File: src/rtl/knight_pkg.sv
// Shared constants and state types for the Knight remote command link.
// Used by the UART wrapper, the command FSM and the benches.
package knight_pkg;

  localparam logic [7:0] POS_ACK = 8'hA5;
  localparam logic [7:0] NEG_ACK = 8'h5A;

  typedef enum logic [1:0] {IDLE, START, DATA, STOP} rx_state_t;
  typedef enum logic       {TX_IDLE, TXING}          tx_state_t;
  typedef enum logic       {HIGH, LOW}               asm_state_t;

endpackage

File: src/rtl/uart_byte_rx.sv
// UART receive bit engine: synchronizes RX, frames 8N1 bytes and reports
// a one-cycle byte-valid or framing-error strobe on the stop-bit sample.
module uart_byte_rx
  import knight_pkg::*;
#(
  parameter int BAUD_DIV = 5208
) (
  input  logic       clk,
  input  logic       rst,
  input  logic       rx_i,
  output logic [7:0] rx_data_o,
  output logic       byte_vld_o,
  output logic       frame_err_o,
  output logic       start_det_o,
  output logic       busy_o
);

  localparam int CW = (BAUD_DIV > 2) ? $clog2(BAUD_DIV) : 2;
  localparam logic [CW-1:0] LAST      = CW'(BAUD_DIV - 1);
  localparam logic [CW-1:0] HALF_LAST = CW'(BAUD_DIV / 2 - 1);

  logic            rx_meta_q, rx_sync_q, rx_prev_q;
  rx_state_t       state_q, state_d;
  logic [CW-1:0]   cnt_q, cnt_d;
  logic [2:0]      bit_q, bit_d;
  logic [7:0]      shreg_q, shreg_d;

  always_ff @(posedge clk) begin
    if (rst) begin
      rx_meta_q <= 1'b1;
      rx_sync_q <= 1'b1;
      rx_prev_q <= 1'b1;
      state_q   <= IDLE;
      cnt_q     <= '0;
      bit_q     <= '0;
      shreg_q   <= '0;
    end else begin
      rx_meta_q <= rx_i;
      rx_sync_q <= rx_meta_q;
      rx_prev_q <= rx_sync_q;
      state_q   <= state_d;
      cnt_q     <= cnt_d;
      bit_q     <= bit_d;
      shreg_q   <= shreg_d;
    end
  end

  always_comb begin
    state_d     = state_q;
    cnt_d       = cnt_q + 1'b1;
    bit_d       = bit_q;
    shreg_d     = shreg_q;
    byte_vld_o  = 1'b0;
    frame_err_o = 1'b0;
    start_det_o = 1'b0;
    case (state_q)
      IDLE: begin
        cnt_d = '0;
        if (rx_prev_q && !rx_sync_q) begin
          start_det_o = 1'b1;
          state_d     = START;
        end
      end
      START: begin
        // A line that is high again at mid start bit was only a glitch.
        if (cnt_q == HALF_LAST) begin
          cnt_d   = '0;
          bit_d   = '0;
          state_d = rx_sync_q ? IDLE : DATA;
        end
      end
      DATA: begin
        if (cnt_q == LAST) begin
          cnt_d   = '0;
          shreg_d = {rx_sync_q, shreg_q[7:1]};
          if (bit_q == 3'd7) state_d = STOP;
          else               bit_d   = bit_q + 1'b1;
        end
      end
      STOP: begin
        if (cnt_q == LAST) begin
          cnt_d       = '0;
          state_d     = IDLE;
          byte_vld_o  = rx_sync_q;
          frame_err_o = !rx_sync_q;
        end
      end
      default: state_d = IDLE;
    endcase
  end

  assign rx_data_o = shreg_q;
  assign busy_o    = (state_q != IDLE);

endmodule

File: src/rtl/cmd_uart_wrapper.sv
// Knight-side command link: assembles two received bytes into a 16-bit
// command with a ready/clear handshake, and serializes response bytes.
module cmd_uart_wrapper
  import knight_pkg::*;
#(
  parameter int BAUD_DIV     = 5208,
  parameter int BYTE_TIMEOUT = 1_000_000
) (
  input  logic        clk,
  input  logic        rst,
  input  logic        RX,
  output logic        TX,
  output logic [15:0] cmd,
  output logic        cmd_rdy,
  input  logic        clr_cmd_rdy,
  input  logic [7:0]  resp,
  input  logic        trmt,
  output logic        tx_done
);

  localparam int CW = (BAUD_DIV > 2) ? $clog2(BAUD_DIV) : 2;
  localparam int TW = $clog2(BYTE_TIMEOUT + 1);
  localparam logic [CW-1:0] LAST    = CW'(BAUD_DIV - 1);
  localparam logic [TW-1:0] TO_LAST = TW'(BYTE_TIMEOUT - 1);

  logic [7:0] rx_data;
  logic       byte_vld, frame_err, start_det, rx_busy;

  uart_byte_rx #(.BAUD_DIV(BAUD_DIV)) u_rx (
    .clk        (clk),
    .rst        (rst),
    .rx_i       (RX),
    .rx_data_o  (rx_data),
    .byte_vld_o (byte_vld),
    .frame_err_o(frame_err),
    .start_det_o(start_det),
    .busy_o     (rx_busy)
  );

  asm_state_t    asm_q, asm_d;
  logic [7:0]    high_q, high_d;
  logic [TW-1:0] to_cnt_q, to_cnt_d;
  logic [15:0]   cmd_q, cmd_d;
  logic          cmd_rdy_q, cmd_rdy_d;

  tx_state_t     tx_state_q, tx_state_d;
  logic [9:0]    tx_sh_q, tx_sh_d;
  logic [CW-1:0] tx_cnt_q, tx_cnt_d;
  logic [3:0]    tx_bit_q, tx_bit_d;
  logic          tx_q, tx_d, tx_done_q, tx_done_d;

  always_ff @(posedge clk) begin
    if (rst) begin
      asm_q      <= HIGH;
      high_q     <= '0;
      to_cnt_q   <= '0;
      cmd_q      <= '0;
      cmd_rdy_q  <= 1'b0;
      tx_state_q <= TX_IDLE;
      tx_sh_q    <= '1;
      tx_cnt_q   <= '0;
      tx_bit_q   <= '0;
      tx_q       <= 1'b1;
      tx_done_q  <= 1'b0;
    end else begin
      asm_q      <= asm_d;
      high_q     <= high_d;
      to_cnt_q   <= to_cnt_d;
      cmd_q      <= cmd_d;
      cmd_rdy_q  <= cmd_rdy_d;
      tx_state_q <= tx_state_d;
      tx_sh_q    <= tx_sh_d;
      tx_cnt_q   <= tx_cnt_d;
      tx_bit_q   <= tx_bit_d;
      tx_q       <= tx_d;
      tx_done_q  <= tx_done_d;
    end
  end

  // Completion overrides the consumer's clear issued in the same cycle.
  always_comb begin
    asm_d     = asm_q;
    high_d    = high_q;
    to_cnt_d  = to_cnt_q;
    cmd_d     = cmd_q;
    cmd_rdy_d = clr_cmd_rdy ? 1'b0 : cmd_rdy_q;
    case (asm_q)
      HIGH: begin
        if (byte_vld) begin
          high_d    = rx_data;
          asm_d     = LOW;
          to_cnt_d  = '0;
          cmd_rdy_d = 1'b0;
        end
      end
      LOW: begin
        if (byte_vld) begin
          cmd_d     = {high_q, rx_data};
          cmd_rdy_d = 1'b1;
          asm_d     = HIGH;
        end else if (frame_err) begin
          asm_d = HIGH;
        end else if (!rx_busy && !start_det) begin
          if (to_cnt_q == TO_LAST) asm_d    = HIGH;
          else                     to_cnt_d = to_cnt_q + 1'b1;
        end
      end
      default: asm_d = HIGH;
    endcase
  end

  always_comb begin
    tx_state_d = tx_state_q;
    tx_sh_d    = tx_sh_q;
    tx_cnt_d   = tx_cnt_q;
    tx_bit_d   = tx_bit_q;
    tx_d       = tx_q;
    tx_done_d  = tx_done_q;
    case (tx_state_q)
      TX_IDLE: begin
        tx_d = 1'b1;
        if (trmt) begin
          tx_sh_d    = {1'b1, resp, 1'b0};
          tx_d       = 1'b0;
          tx_done_d  = 1'b0;
          tx_cnt_d   = '0;
          tx_bit_d   = '0;
          tx_state_d = TXING;
        end
      end
      TXING: begin
        tx_cnt_d = tx_cnt_q + 1'b1;
        if (tx_cnt_q == LAST) begin
          tx_cnt_d = '0;
          tx_sh_d  = {1'b1, tx_sh_q[9:1]};
          if (tx_bit_q == 4'd9) begin
            tx_d       = 1'b1;
            tx_done_d  = 1'b1;
            tx_state_d = TX_IDLE;
          end else begin
            tx_bit_d = tx_bit_q + 1'b1;
            tx_d     = tx_sh_q[1];
          end
        end
      end
      default: tx_state_d = TX_IDLE;
    endcase
  end

  assign TX      = tx_q;
  assign tx_done = tx_done_q;
  assign cmd     = cmd_q;
  assign cmd_rdy = cmd_rdy_q;

endmodule
File: config.mk
export PLATFORM = sky130hd
export DESIGN_NAME = cmd_uart_wrapper
export DESIGN_NICKNAME = d
export VERILOG_FILES = /design/src/rtl/knight_pkg.sv /design/src/rtl/uart_byte_rx.sv /design/src/rtl/cmd_uart_wrapper.sv
export SDC_FILE = /design/constraint.sdc
export NUM_CORES = 1
export LEC_CHECK = 0
export CORE_UTILIZATION = 30
export DETAILED_ROUTE_END_ITERATION = 12
export SLEW_MARGIN = 10
export SYNTH_ARGS = -nofsm -noshare
export SYNTH_HDL_FRONTEND = slang
export SYNTH_SLANG_ARGS = --single-unit
export TNS_END_PERCENT = 20
File: constraint.sdc
create_clock -name clk -period 2.06 [get_ports clk]
set_input_delay 0.412 -clock clk [delete_from_list [all_inputs] [get_ports clk]]
set_output_delay 0.412 -clock clk [all_outputs]
set_load 0.01 [all_outputs]
==> metrics.txt, run 1 <==
Mapped Cells 538; Longest Clk Path Bufs 2; clk sink count 103; vias in the first global route 3,965; sw frac 22.5%; register bit count reported by yosys 103; area of the die 16,300 um^2; XOR/XNOR Fraction of Synth Area 2.41%; Max Transition Viols Final 0; clk slew on worst S/H paths 0.07 ns; first-pass GRT wire length 18,300 um; Pre-Repair DR Iteration Count 4; antenna violations before repair 0; Initial Utilization 30.9%; synth warn 0; fillcell total 1,586; post-route ant nets 0; fraction of registers with async set/reset 0%; via count 4,110; synthesized area 4730 um^2; Design Power 3.99 mW; period utilization 96.1%; crit path max fanout 6; all-layer global routing usage 13.8%; main combinational cell family by area after synthesis simple AND/OR/NAND/NOR gates; drt total wl 10,600 um; TritonCTS clock tree done; max_slew headroom 65.4%; startpoint types flop; multiplexer area fraction after synthesis 7.20%; WP data arrival 2.28 ns; CP cell instances or4_1 > nor4_2 > a21o_1 > and3_1 > buf_4 > o22a_1; number of synthesized flops with an enable pin 0; # IOs 32; sequential fraction of the synthesis area 43.6%; Leak 2.24 nW; fin nets 609; root buffer cell clkbuf_16; wire length per cell 13.2 um; number of hold violations in the final report 0; P_int 3.09 mW; Slowest Stage Delay on Critical Path 0.58 ns; Post-Synth Simple-Gate Area 24.4%; Crit path required time 2.36 ns; post-synthesis adder-cell area fraction 1.85%; Clock Skew 0.00525 ns; Peak VDD IR 0.394 mV; Antenna Cells 0; Skew-Pair Late Insertion Delay 0.35 ns; Detailed Route Iter0 Violations 245; Site Rows 45; post-synthesis compound-gate area fraction 16.0%; critical path endpoint category flop; Overflow after GRT 0; pwr/cell area 688 nW/um^2; IO buf count 31; setup repair bufs after CTS 0; dpl cell area 5460 um^2; crit path time final 1.98 ns; Worst path slowest cell or4_1; TritonCTS buffer count 9; status finished clean; Sw Pwr 0.901 mW; Die Y 128 um; DRC viols 0; CP Class flop to flop; top_reg_cell synth dfxtp_1; CTS H-Tree Depth 3; unrepaired setup endpoints after global routing yes; f_max 505 MHz; DP Wirelength 7470 um; Area Overhead vs Synth 22.8%; syn nets 558; Vias/cell 5.11; Clk pwr share 44.7%; Final setup viols 0; final instance area 5810 um^2; Die W 128 um; total of max-cap violations 0; Least-Margin Pin Slew 0.514 ns; gpl congestion 0.833; largest net degree at the start of global routing 69; Flop pwr share 50.6%; combinational power share 4.7%; Core Area 15,300 um^2; min setup slack post-route 0.0807 ns; share of cells above drive strength 1 15.0%; Place WS 0.0648 ns; Mean Syn Cell Area 8.79 um^2; hold crit path type flop to flop; Synth cell types 64
## cells in the final DEF (no fill, tap or decap), types with 3 or more instances in the layout
master             n
xnor2_1            6
or2_2              6
nand3_1           20
a22oi_1            7
dfxtp_1          103
nand2b_1           3
nor2_1            56
a21oi_1           38
a31oi_1            7
mux2i_1           25
and4_1             3
buf_4             41
ha_1               7
nor3_1             9
mux2_2             8
nand4_1           11
xor2_1             7
o22a_1             7
a311oi_1          10
a211oi_1           4
clkbuf_16          9
o31ai_1            3
a41oi_1            3
or4_1              7
nor2b_1            4
nand2_1           69
and3_1            14
clkdlybuf4s50_1   30
inv_1              9
o21ai_0           12
and2_1             3
## power groups by stage
stage / Clock [mW] / Combinational (mW) / Sequential [mW]
3_3_place_gp: 0 / 0.183 / 2.07
5_1_grt: 1.92 / 0.206 / 2.02
2_1_floorplan: 0 / 0.111 / 2.07
3_5_place_dp: 0 / 0.186 / 2.07
4_1_cts: 1.83 / 0.187 / 2.02
6_report: 1.79 / 0.186 / 2.02
## registers in the layout (all words and copies together), names as in the netlist, 3 cells and up, named ones only
register,count
high_q,8
tx_sh_q,8
tx_bit_q,4
tx_cnt_q,13
cmd,16
u_rx.cnt_q,13
u_rx.rx_data_o,8
u_rx.bit_q,3
to_cnt_q,20
## layout make-up
| class | count | area [um^2] | area share, % |
|---|---|---|---|
| Inverter | 10 | 37.5 | 0.647 |
| Sequential cell | 103 | 2060 | 35.5 |
| Tap cell | 211 | 264 | 4.55 |
| Timing Repair Buffer | 74 | 644 | 11.1 |
| Clock inverter | 6 | 78.8 | 1.36 |
| Multi-Input combinational cell | 391 | 2480 | 42.7 |
| Clock buffer | 10 | 239 | 4.12 |
## through the flow
step	utilization [%]	hold slack [ns]	cells	setup TNS, ns
5_1_grt	37.9	0.452	805	-0.0410
3_5_place_dp	35.6	0.401	789	0
4_1_cts	37.7	0.423	805	0
3_3_place_gp	35.6	0.408	789	0
2_1_floorplan	-	0.389	538	0
6_report	37.9	0.424	805	0
## logic make-up after synthesis
family          Yosys count
buf+inv                  44
mux                      33
flops                   103
compound gates          112
simple gates            226
fa+ha+maj                 7
xor+xnor                 13
## cells in the mapped netlist, drive strengths merged (6+ instances only)
master | instances | share of area, %
dfxtp | 103 | 44
nand2 | 71 | 5.8
nor2 | 56 | 4.4
a21oi | 38 | 4.0
mux2i | 25 | 5.3
clkbuf | 21 | 1.7
nand3 | 20 | 2.1
and3 | 14 | 1.9
buf | 13 | 2.0
nand4 | 13 | 2.0
o21ai | 12 | 1.3
a311oi | 10 | 1.9
inv | 9 | 0.71
nor3 | 9 | 0.95
a31oi | 8 | 1.1
mux2 | 8 | 1.9
a22oi | 7 | 1.1
ha | 7 | 1.9
o22a | 7 | 1.3
or4 | 7 | 1.1
xor2 | 7 | 1.3
or2 | 6 | 0.79
xnor2 | 6 | 1.1
## path summary, 6_finish.rpt
| path | to | from | slack (ns) | cells after the start |
|---|---|---|---|---|
| max | to_cnt_q[15] | to_cnt_q[10] | 0.08 | 6 |
| min | u_rx.rx_sync_q | u_rx.rx_meta_q | 0.42 | 1 |
| min reg2reg | u_rx.rx_sync_q | u_rx.rx_meta_q | 0.42 | 1 |
| max reg2reg | to_cnt_q[15] | to_cnt_q[10] | 0.08 | 6 |
## critical path, delay by kind of cell, from the launching register on
| family | cells | cell delay [ns] |
|---|---|---|
| simple gates | 3 | 1.02 |
| flops | 1 | 0.35 |
| buf+inv | 1 | 0.15 |
| compound gates | 2 | 0.41 |
## repair_timing
action | CTS | global route
resized for setup | 0 | 6
hold buffers | 0 | 0
hold endpoints to repair | 0 | 0
setup endpoints to repair | 0 | 28
## routing by layer
metal	share of wire [%]	GRT usage, %
met4	1.9	6.51
met2	47	23.1
met1	47	17.4
met3	3.6	2.30
met5	0	0
Power figures use the tool's default switching activity.
==> inputs of run 2 (changes only) <==
--- a/config.mk
+++ b/config.mk
@@ -7,6 +7,8 @@
 export LEC_CHECK = 0
 export CORE_UTILIZATION = 30
 export DETAILED_ROUTE_END_ITERATION = 12
+export GPL_TIMING_DRIVEN = 0
+export SETUP_SLACK_MARGIN = 0.4
 export SLEW_MARGIN = 10
 export SYNTH_ARGS = -nofsm -noshare
 export SYNTH_HDL_FRONTEND = slang
==> metrics.txt, run 2 (same netlist as run 1, synthesis figures left out) <==
Vias/cell 5.09 (-0.36%); Site Rows 45 (unchanged); WHS 0.411 ns (-0.0130 ns); Peak VDD IR 0.439 mV (+11%); critical path endpoint category flop; FF-to-FF Start to_cnt_q[7]; all-layer global routing usage 15.1% (+1.3 points); # IOs 32 (unchanged); f_max 510 MHz (+1.0%); Core Area 15,300 um^2 (unchanged); Reg with most FFs to_cnt_q; Clock Skew 0.0109 ns (+0.00562 ns); Detailed Route Iter0 Violations 241 (-1.6%); P_int 3.06 mW (-1.1%); antenna violations before repair 0 (unchanged); setup TNS 0 ns (unchanged); Least-Margin Pin Slew 0.562 ns (+0.0486 ns); crit path from to_cnt_q[7]; total of max-cap violations 0 (unchanged); Sw Pwr 0.907 mW (+0.67%); Die Y 128 um (unchanged); Final setup viols 0 (unchanged); clk slew on worst S/H paths 0.07 ns (about the same); HP Start u_rx.rx_meta_q; Area Overhead vs Synth 34.8%; Crit path required time 2.35 ns (about the same); DRC viols 0 (unchanged); Max Transition Viols Final 0 (unchanged); pwr/cell area 622 nW/um^2 (-9.5%); Pre-Repair DR Iteration Count 4 (unchanged); combinational power share 5.4% (+0.7 points); TritonCTS buffer count 9 (unchanged); startpoint types flop; via count 4,212 (+2.5%); crit path max fanout 8 (+2); Hold Buf Count CTS 0 (unchanged); Longest Clk Path Bufs 2 (unchanged); wire length per cell 14.7 um (+11%); first-pass GRT wire length 19,600 um (+7.3%); fin nets 632 (+3.8%); root buffer cell clkbuf_16; unrepaired setup endpoints after global routing yes; Largest register FFs 20 (unchanged); Leak 2.43 nW (+8.9%); hold crit path type flop to flop; Skew-Pair Late Insertion Delay 0.35 ns (about the same); most frequent cells in the layout dfxtp_1, nand2_1, nor2_1; vias in the first global route 4,013 (+1.2%); number of hold violations in the final report 0 (unchanged); period utilization 95.1% (-0.99 points); CTS H-Tree Depth 3 (unchanged); post-route ant nets 0 (unchanged); CP cell instances or4b_4 > nor4_4 > a21o_1 > buf_6 > and3_4 > buf_8 > o22a_1; max_slew headroom 62.5% (-2.9 points); crit path time final 1.96 ns (-0.0204 ns); largest net degree at the start of global routing 18 (-74%); Slowest Stage Delay on Critical Path 0.54 ns (-0.04 ns); dpl cells 780 (-1.1%); Initial Utilization 30.9% (unchanged); Die W 128 um (unchanged); WP data arrival 2.25 ns (-0.03 ns); Worst path slowest cell or4b_4; TritonCTS clock tree done; Overflow after GRT 0 (unchanged); Post-Layout Cell Count 828 (+2.9%); status finished clean; Flop pwr share 51.0% (+0.4 points); most common cell after layout, fill and taps aside dfxtp_1; sw frac 22.9% (+0.32 points); gpl congestion 0.804 (-3.4%); clk sink count 103 (unchanged); share of cells above drive strength 1 27.7% (+13 points); Antenna Cells 0 (unchanged); IO buf count 31 (unchanged); drt total wl 12,100 um (+15%); DP Wirelength 7700 um (+3.1%); area of the die 16,300 um^2 (unchanged); Clk pwr share 43.6% (-1.1 points); CP Class flop to flop; Design Power 3.97 mW (-0.73%)
run 2: cell count changes in the layout (fill, tap and decap cells not counted), moves of 10 or more:
| cell | delta |
|---|---|
| a21oi_2 | +11 |
| dfxtp_2 | +19 |
| clkbuf_2 | +11 |
| dfxtp_1 | -24 |
| buf_6 | +10 |
| buf_4 | -13 |
| a21oi_1 | -11 |
run 2: routing by layer:
layer  up-vias  global-route usage (%)  wire (um)
met2        94                    25.3       5910
li1       2096                       -          -
met1      2001                    18.7       5430
met4         0                    6.65        272
met5         -                       0          0
met3        21                    3.31        520
run 2: layout make-up:
type	instances	area, um^2
plain buffers	34	298
repair buffers	63	583
multi-input cells	391	2790
flip-flops and latches	103	2100
inverters	10	38.8
clock buffers	11	233
well taps	211	264
fillers	1530	8940
clock inverters	5	65.1
run 2: metrics by stage:
step / utilization [%] / area (um^2) / setup WS, ns
floorplan: - / 4840 / 0.243
CTS: 39.3 / 6020 / 0.115
global route: 41.6 / 6370 / 0.0541
detailed placement: 35.4 / 5420 / -0.333
global placement: 35.4 / 5420 / -0.261
finish: 41.6 / 6370 / 0.101
run 2: path summary, 6_finish.rpt:
path         slack [ns]        endpoint  depth (start not counted)
max                0.10     to_cnt_q[8]                          7
min                0.41  u_rx.rx_sync_q                          1
max reg2reg        0.10     to_cnt_q[8]                          7
min reg2reg        0.41  u_rx.rx_sync_q                          1
run 2: repair_timing:
| item | 4_1_cts | 5_1_grt |
|---|---|---|
| endpoints found under the setup margin | 105 | 118 |
| buffers inserted | 13 | 16 |
| cloned | 2 | 1 |
| pin swaps | 14 | 22 |
| endpoints found under the hold margin | 0 | 0 |
| resized for setup | 56 | 67 |
run 2: power groups by stage:
stage / Sequential (mW) / Combinational, mW / Clock (mW)
final: 2.02 / 0.215 / 1.73
after global routing: 2.02 / 0.234 / 1.85
after CTS: 2.03 / 0.210 / 1.78
after detailed placement: 2.07 / 0.180 / 0
after global placement: 2.07 / 0.176 / 0
after floorplan: 2.07 / 0.113 / 0
run 2: worst max-delay path: cells and delay by family (launching register included):
family	cells	cell delay [ns]
AO/OA/AOI/OAI	2	0.32
flip-flops	1	0.35
buffers and inverters	2	0.27
AND/OR/NAND/NOR	3	0.97
